<file path="config.mk">
export PLATFORM = sky130hd
export DESIGN_NAME = calc_bcd
export DESIGN_NICKNAME = d
export VERILOG_FILES = /design/src/rtl/calc_pkg.sv /design/src/rtl/key_sync.sv /design/src/rtl/calc_bcd.sv
export SDC_FILE = /design/constraint.sdc
export NUM_CORES = 1
export LEC_CHECK = 0
export ABC_AREA = 1
export BUFFER_PORTS_ARGS = -buffer_cell sky130_fd_sc_hd__buf_2
export CORE_MARGIN = 5
export CORE_UTILIZATION = 56
export CTS_CLUSTER_DIAMETER = 60
export DETAILED_ROUTE_END_ITERATION = 12
export PLACE_DENSITY = 0.84
export SLEW_MARGIN = 5
export SYNTH_ARGS = -nofsm -noshare
export SYNTH_HDL_FRONTEND = slang
export SYNTH_SLANG_ARGS = --single-unit
</file>
<file path="constraint.sdc">
create_clock -name CLK -period 5.1 [get_ports CLK]
set_input_delay 0.51 -clock CLK [delete_from_list [all_inputs] [get_ports CLK]]
set_output_delay 0.51 -clock CLK [all_outputs]
set_load 0.02 [all_outputs]
</file>
<file path="src/rtl/calc_pkg.sv">
`default_nettype none
// +--------------------------------------------------------------------+
// | Module   : calc_pkg                                                |
// | Purpose  : Shared types and sizing helpers for the BCD calculator  |
// | Revision : 1.0  initial release                                    |
// +--------------------------------------------------------------------+
package calc_pkg;

   typedef enum logic [2:0] {
      ENTRY_A = 3'd0,
      OP_WAIT = 3'd1,
      ENTRY_B = 3'd2,
      RESULT  = 3'd3,
      ERR     = 3'd4
   } state_e;

   typedef enum logic [1:0] {
      OP_ADD = 2'd0,
      OP_SUB = 2'd1,
      OP_MUL = 2'd2
   } op_e;

   // Bit positions of the keys inside the synchronised key vector
   localparam int KEY_W     = 15;
   localparam int KEY_PLUS  = 10;
   localparam int KEY_MINUS = 11;
   localparam int KEY_TIMES = 12;
   localparam int KEY_EQ    = 13;
   localparam int KEY_CE    = 14;

   // Largest displayable magnitude, 10^digits - 1
   function automatic int calc_max(input int digits);
      int r;
      r = 1;
      for (int i = 0; i < digits; i++) r = r * 10;
      return r - 1;
   endfunction

   // Bits needed for an unsigned magnitude up to calc_max
   function automatic int calc_mag_width(input int digits);
      return $clog2(calc_max(digits) + 1);
   endfunction

   // Signed arithmetic width that holds +/-MAX*MAX without wrapping
   function automatic int calc_width(input int digits);
      int m;
      m = calc_max(digits);
      return $clog2(m * m + 1) + 1;
   endfunction

endpackage
`default_nettype wire

</file>
<file path="src/rtl/key_sync.sv">
`default_nettype none
// +--------------------------------------------------------------------+
// | Module   : key_sync                                                |
// | Purpose  : 2-flop synchroniser plus rising-edge pulse per key      |
// | Revision : 1.0  initial release                                    |
// +--------------------------------------------------------------------+
module key_sync #(
   parameter int WIDTH = 15
) (
   input  logic             clk_i,
   input  logic             rst_i,
   input  logic [WIDTH-1:0] key_i,
   output logic [WIDTH-1:0] pulse_o
);

   logic [WIDTH-1:0] meta_q;
   logic [WIDTH-1:0] sync_q;
   logic [WIDTH-1:0] prev_q;
   logic [WIDTH-1:0] armed_q;
   logic [1:0]       settle_q;

   // Synchronise, remember previous level, and arm each key only once it has
   // been seen released after the pipeline settles out of reset, so a key held
   // through reset never produces a press.
   always_ff @(posedge clk_i) begin
      if (rst_i) begin
         meta_q   <= '0;
         sync_q   <= '0;
         prev_q   <= '0;
         armed_q  <= '0;
         settle_q <= 2'd0;
      end else begin
         meta_q <= key_i;
         sync_q <= meta_q;
         prev_q <= sync_q;
         if (settle_q != 2'd2) begin
            settle_q <= settle_q + 2'd1;
         end else begin
            armed_q <= armed_q | ~sync_q;
         end
      end
   end

   assign pulse_o = sync_q & ~prev_q & armed_q;

endmodule
`default_nettype wire

</file>
<file path="src/rtl/calc_bcd.sv">
`default_nettype none
// +--------------------------------------------------------------------+
// | Module   : calc_bcd                                                |
// | Purpose  : Keypad-driven signed decimal calculator, BCD display    |
// | Revision : 1.0  initial release                                    |
// +--------------------------------------------------------------------+
module calc_bcd
   import calc_pkg::*;
#(
   parameter int DIGITS = 2,
   parameter bit MUL_EN = 1'b1
) (
   input  logic                  CLK,
   input  logic                  RST,
   input  logic [9:0]            push,
   input  logic                  plus,
   input  logic                  minus,
   input  logic                  times,
   input  logic                  equal,
   input  logic                  ce,
   output logic [4*DIGITS-1:0]   bcd,
   output logic                  sign,
   output logic                  overflow
);

   localparam int MAX = calc_max(DIGITS);
   localparam int MW  = calc_mag_width(DIGITS);
   localparam int AW  = calc_width(DIGITS);
   localparam int LIM = (MAX + 1) / 10;
   localparam logic signed [AW-1:0] MAX_S = AW'(MAX);

   logic [KEY_W-1:0] keys_raw;
   logic [KEY_W-1:0] pulse;

   logic       is_ce, is_eq, is_op, is_dig;
   op_e        op_sel;
   logic [3:0] dig;

   state_e                 state_q;
   op_e                    op_q;
   logic signed [AW-1:0]   acc_q;
   logic [MW-1:0]          entry_q;
   logic [MW-1:0]          disp_q;
   logic                   sign_q;
   logic                   ovf_q;

   logic signed [AW-1:0]   entry_s, mag_s, disp_s, res_d;
   logic [MW-1:0]          entry_d, mag_d, acc_mag;
   logic                   res_ovf;
   logic [MW-1:0]          bcd_rem;

   // The times key is forced low when multiplication is disabled
   assign keys_raw = {ce, equal, (MUL_EN ? times : 1'b0), minus, plus, push};

   key_sync #(.WIDTH(KEY_W)) u_key_sync (
      .clk_i   (CLK),
      .rst_i   (RST),
      .key_i   (keys_raw),
      .pulse_o (pulse)
   );

   // Resolve simultaneous key pulses into a single event by priority
   always_comb begin
      is_ce  = pulse[KEY_CE];
      is_eq  = ~pulse[KEY_CE] & pulse[KEY_EQ];
      is_op  = ~pulse[KEY_CE] & ~pulse[KEY_EQ] & (|pulse[KEY_TIMES:KEY_PLUS]);
      is_dig = ~(|pulse[KEY_CE:KEY_PLUS]) & (|pulse[9:0]);
      op_sel = pulse[KEY_PLUS]  ? OP_ADD :
               pulse[KEY_MINUS] ? OP_SUB : OP_MUL;
      dig    = 4'd0;
      for (int i = 9; i >= 0; i--) begin
         if (pulse[i]) dig = 4'(i);
      end
   end

   // Candidate values: appended entry, signed display, pending-op result
   always_comb begin
      entry_s = $signed({{(AW-MW){1'b0}}, entry_q});
      mag_s   = $signed({{(AW-MW){1'b0}}, disp_q});
      disp_s  = sign_q ? -mag_s : mag_s;
      entry_d = entry_q * MW'(10) + MW'(dig);
      case (op_q)
         OP_ADD:  res_d = acc_q + entry_s;
         OP_SUB:  res_d = acc_q - entry_s;
         default: res_d = acc_q * entry_s;
      endcase
      res_ovf = (res_d > MAX_S) || (res_d < -MAX_S);
      mag_d   = MW'(res_d[AW-1] ? -res_d : res_d);
      acc_mag = MW'(acc_q[AW-1] ? -acc_q : acc_q);
   end

   // Calculator state machine; display magnitude and sign are registered here
   always_ff @(posedge CLK) begin
      if (RST || is_ce) begin
         state_q <= ENTRY_A;
         op_q    <= OP_ADD;
         acc_q   <= '0;
         entry_q <= '0;
         disp_q  <= '0;
         sign_q  <= 1'b0;
         ovf_q   <= 1'b0;
      end else begin
         case (state_q)
            ENTRY_A, ENTRY_B: begin
               if (is_eq || is_op) begin
                  if (state_q == ENTRY_A) begin
                     if (is_eq) begin
                        disp_q  <= entry_q;
                        sign_q  <= 1'b0;
                        state_q <= RESULT;
                     end else begin
                        acc_q   <= disp_s;
                        op_q    <= op_sel;
                        state_q <= OP_WAIT;
                     end
                  end else if (res_ovf) begin
                     state_q <= ERR;
                     ovf_q   <= 1'b1;
                     disp_q  <= '0;
                     sign_q  <= 1'b0;
                  end else begin
                     acc_q   <= res_d;
                     disp_q  <= mag_d;
                     sign_q  <= res_d[AW-1];
                     state_q <= is_eq ? RESULT : OP_WAIT;
                     if (is_op) op_q <= op_sel;
                  end
               end else if (is_dig && (entry_q < MW'(LIM))) begin
                  // Leading zeros keep entry below LIM, so they never use up a digit slot
                  entry_q <= entry_d;
                  disp_q  <= entry_d;
                  sign_q  <= 1'b0;
               end
            end
            OP_WAIT: begin
               if (is_eq) begin
                  disp_q  <= acc_mag;
                  sign_q  <= acc_q[AW-1];
                  state_q <= RESULT;
               end else if (is_op) begin
                  op_q <= op_sel;
               end else if (is_dig) begin
                  entry_q <= MW'(dig);
                  disp_q  <= MW'(dig);
                  sign_q  <= 1'b0;
                  state_q <= ENTRY_B;
               end
            end
            RESULT: begin
               if (is_op) begin
                  acc_q   <= disp_s;
                  op_q    <= op_sel;
                  state_q <= OP_WAIT;
               end else if (is_dig) begin
                  entry_q <= MW'(dig);
                  disp_q  <= MW'(dig);
                  sign_q  <= 1'b0;
                  state_q <= ENTRY_A;
               end
            end
            default: begin
               // ERR: only ce (handled above) leaves this state
            end
         endcase
      end
   end

   // Binary-to-BCD conversion of the registered display magnitude
   always_comb begin
      bcd     = '0;
      bcd_rem = disp_q;
      for (int i = 0; i < DIGITS; i++) begin
         bcd[4*i +: 4] = 4'(bcd_rem % MW'(10));
         bcd_rem       = bcd_rem / MW'(10);
      end
   end

   assign sign     = sign_q;
   assign overflow = ovf_q;

endmodule
`default_nettype wire

</file>
==> results_dict.tcl <==
set metrics [dict create \
    status "finished clean" \
    slowest_delay_ns 0.57 \
    synth_cell_types 44 \
    yosysMostFrequentCell "inv_1" \
    synth_flop_cell "dfxtp_1" \
    synth_top_area_share_pct 21.7 \
    core_area_um2 15900 \
    yosys.area.top_type "dfxtp_1" \
    place_inst 1665 \
    worstMarginPinSlew_ns 0.860 \
    synth_edf_count 0 \
    fmax_ghz 0.200 \
    ios 27 \
    yosys_warnings 0 \
    r2r_end "sign" \
    r2r_start "entry_q[2]" \
    layout_min_cycle_time_ns 5.01 \
    timing.slew.headroom_pct 42.1 \
    die-width_um 137 \
    slowest_stage "fa_1" \
    finClkSkew_ns 0.00487 \
    cap_violations 0 \
    dr.pass1.iters 6 \
    antennaDiodeCount 0 \
    grt_pass1_wl_um 39200 \
    drc_errors 0 \
    whs_endpoint "u_key_sync.meta_q[9]" \
    cpMostUsedCell "fa_1" \
    grt_pass1_vias 8264 \
    insertion_delay_ns 0.34 \
    worst_ep_arrival_time_ns 5.27 \
    grt_use_total_pct 26.1 \
    dr_total_vias 8858 \
    clk_pin_slew_worst_paths_ns 0.07 \
    critical-path-top-delay-family "adder cells" \
    ir_worst_vdd_v 0.000813 \
    leakage_uw 0.00566 \
    grt_overflow 0 \
    slew_violations 0 \
    ys_ff_latch 98 \
    nFillCells 1419 \
    numCtsBuffers 9 \
    finalHoldViolCount 0 \
    root_buffer "clkbuf_16" \
    layout-drive-gt1-share_pct 12.7 \
    chipHeight_um 137 \
    grt_max_degree 64 \
    std_cell_rows 46 \
    syn_area_um2 9050 \
    syn_to_final_growth_pct 14.2 \
    synthTopCellsByArea "dfxtp_1 22%, inv_1 13%, nand2_1 13%" \
    crit_required_ns 5.36 \
    gp_congestion 1.02 \
    clk_path_buf_depth 2 \
    setup.worst_path.start_class "flip-flop" \
    rrSetupSlack_ns 0.09 \
    hold_start "push[9]" \
    dieArea_um2 18800 \
    hold_class "input pin to flip-flop" \
    cp_cell_sequence "buf_6 > nand2_1 > inv_1 > fa_1 > fa_1 > fa_1 > inv_1 > fa_1 > inv_2 > ha_4 > inv_1 > o21ai_2 > nor2_2 > a21oi_1 > nor2_1 > xor2_1 > a21oi_2 > nor2_1 > nand2_1 > buf_4 > or3_1 > a31oi_1" \
    cp-end-kind "flip-flop" \
    port_buffers 26 \
    whs_ns 0.360 \
    drt-total-wl_um 24300 \
    ctsHoldBuffers 0 \
    vias_per_cell 5.26 \
    hold_depth 3 \
    drt_first_iter_violations 774 \
    reg2reg_depth 22 \
    syn_nets 1549 \
    hpwlAfterDp_um 18900 \
    h-tree-depth 3 \
    final_nets 1595 \
    rsz0062_at_grt "yes" \
    cp_num_buf_inv 6 \
    start_util_pct 57.0 \
    antenna_found_initial 0 \
    critPathKind "flip-flop to flip-flop" \
    drtAntennaViolNets 0 \
    setup_viol 0 \
    seq_area_frac_synth_pct 21.7 \
    instances_no_fill 1685 \
    worst-path-max-fanout 6 \
    fin_crit_sh_pct 98.2 \
    yosys-top-cells-count "324 x inv_1, 318 x nand2_1, 161 x nor2_1" \
    async_flop_share_pct 0 \
    cts_tree "built" \
    syn_inst 1418 \
    avgRoutedWirePerCell_um 14.4 \
    clkSinkCount 98 \
    syn_area_per_cell_um2 6.39 \
    power_density_nw_per_um2 709 \
]
-- final cells by class --
| cell class | instances | area [µm²] | area share [%] |
|---|---|---|---|
| sequential | 98 | 1980 | 19.1 |
| multi-input combinational | 937 | 5880 | 56.8 |
| timing repair buffer | 81 | 581 | 5.61 |
| clock inverter | 6 | 124 | 1.20 |
| clock buffer | 10 | 239 | 2.31 |
| tap | 216 | 270 | 2.61 |
| inverter | 337 | 1270 | 12.3 |
-- how the worst max path moves through the flow --
stage               startpoint         to  slack, ns  cells past startpoint
floorplan           entry_q[4]  acc_q[11]       0.01                     28
global placement    entry_q[4]  disp_q[4]      -0.06                     25
detailed placement  entry_q[4]  disp_q[4]      -0.09                     26
CTS                 entry_q[4]  disp_q[4]      0.006                     24
global route        entry_q[2]   acc_q[4]      -0.13                     25
finish              entry_q[2]       sign       0.09                     22
-- repair_timing --
action / in CTS / in global routing
gates resized for setup: 4 / 83
gates cloned: 0 / 2
endpoints found under the setup margin: 6 / 29
setup buffers: 0 / 2
pin swaps: 0 / 23
-- power breakdown --
part	switching, µW	leakage (µW)	internal (µW)
Clock	299	0.000176	499
Combinational	3580	0.00468	1830
Sequential	192	0.000809	926
Total	4080	0.00566	3250
-- flip-flops by register name, indices dropped and copies added (netlist names), 2 cells and up --
| name | count |
|---|---|
| disp_q | 7 |
| op_q | 2 |
| u_key_sync.prev_q | 15 |
| u_key_sync.meta_q | 15 |
| acc_q | 15 |
| entry_q | 7 |
| state_q | 3 |
| u_key_sync.settle_q | 2 |
| u_key_sync.sync_q | 15 |
| u_key_sync.armed_q | 15 |
-- worst reg2reg max path: stages, from the launching register on --
cell and delay (ns):
dfxtp_2 0.34, buf_6 0.13, nand2_1 0.05, inv_1 0.05, fa_1 0.57, fa_1 0.45, fa_1 0.54, inv_1 0.05
fa_1 0.55, inv_2 0.05, ha_4 0.27, inv_1 0.07, o21ai_2 0.16, nor2_2 0.07, a21oi_1 0.18, nor2_1 0.07
xor2_1 0.28, a21oi_2 0.10, nor2_1 0.11, nand2_1 0.12, buf_4 0.20, or3_1 0.32, a31oi_1 0.19
-- cell families after synthesis --
family	after synthesis	synth area share [%]
adder cells (fa/ha/maj)	114	19.9
buffers and inverters	383	16.2
flip-flops	98	21.7
XOR/XNOR	33	3.27
AO/OA/AOI/OAI	180	11.0
AND/OR/NAND/NOR	610	28.1
-- per-layer routing --
layer | GRT usage (%) | share of wire, % | routed length [µm]
met1 | 34.0 | 42 | 10300
met2 | 44.2 | 47 | 11500
met3 | 2.61 | 6.7 | 1640
met4 | 10.6 | 3.8 | 921
met5 | 0 | 0 | 0
-- through the flow --
step                      power (µW)  TNS (ns)  cell area [µm²]  util [%]  setup slack (ns)
final                           7330         0            10300      65.1            0.0894
after global routing            7960     -2.18            10300      65.1            -0.129
after global placement          6120    -0.158             9650      60.7           -0.0576
after detailed placement        6190    -0.308             9650      60.7           -0.0893
after CTS                       7030         0            10000      63.1           0.00612
after floorplan                 4700         0             9050         -            0.0114
-- cells in the final DEF, fill, tap and decap left out, types with 4 or more instances in the layout --
master and count:
a31oi_1 5, nor2_2 9, dfxtp_1 88, nand3_1 58
nand3_2 4, o21bai_1 4, a311oi_1 4, o21ai_1 6
dfxtp_2 9, fa_1 48, buf_2 26, inv_2 13
buf_4 45, nor2_1 153, nand4_1 11, nand2_2 16
xnor2_1 11, buf_6 10, o21ai_2 4, nand3b_1 9
ha_1 58, a21oi_1 75, nand2_1 309, o211ai_1 4
o31ai_1 5, inv_1 319, a21oi_2 10, ha_4 6
o21ai_0 51, xor2_1 21, nor3_1 24, clkbuf_16 9
(Power assumes the default switching activity.)
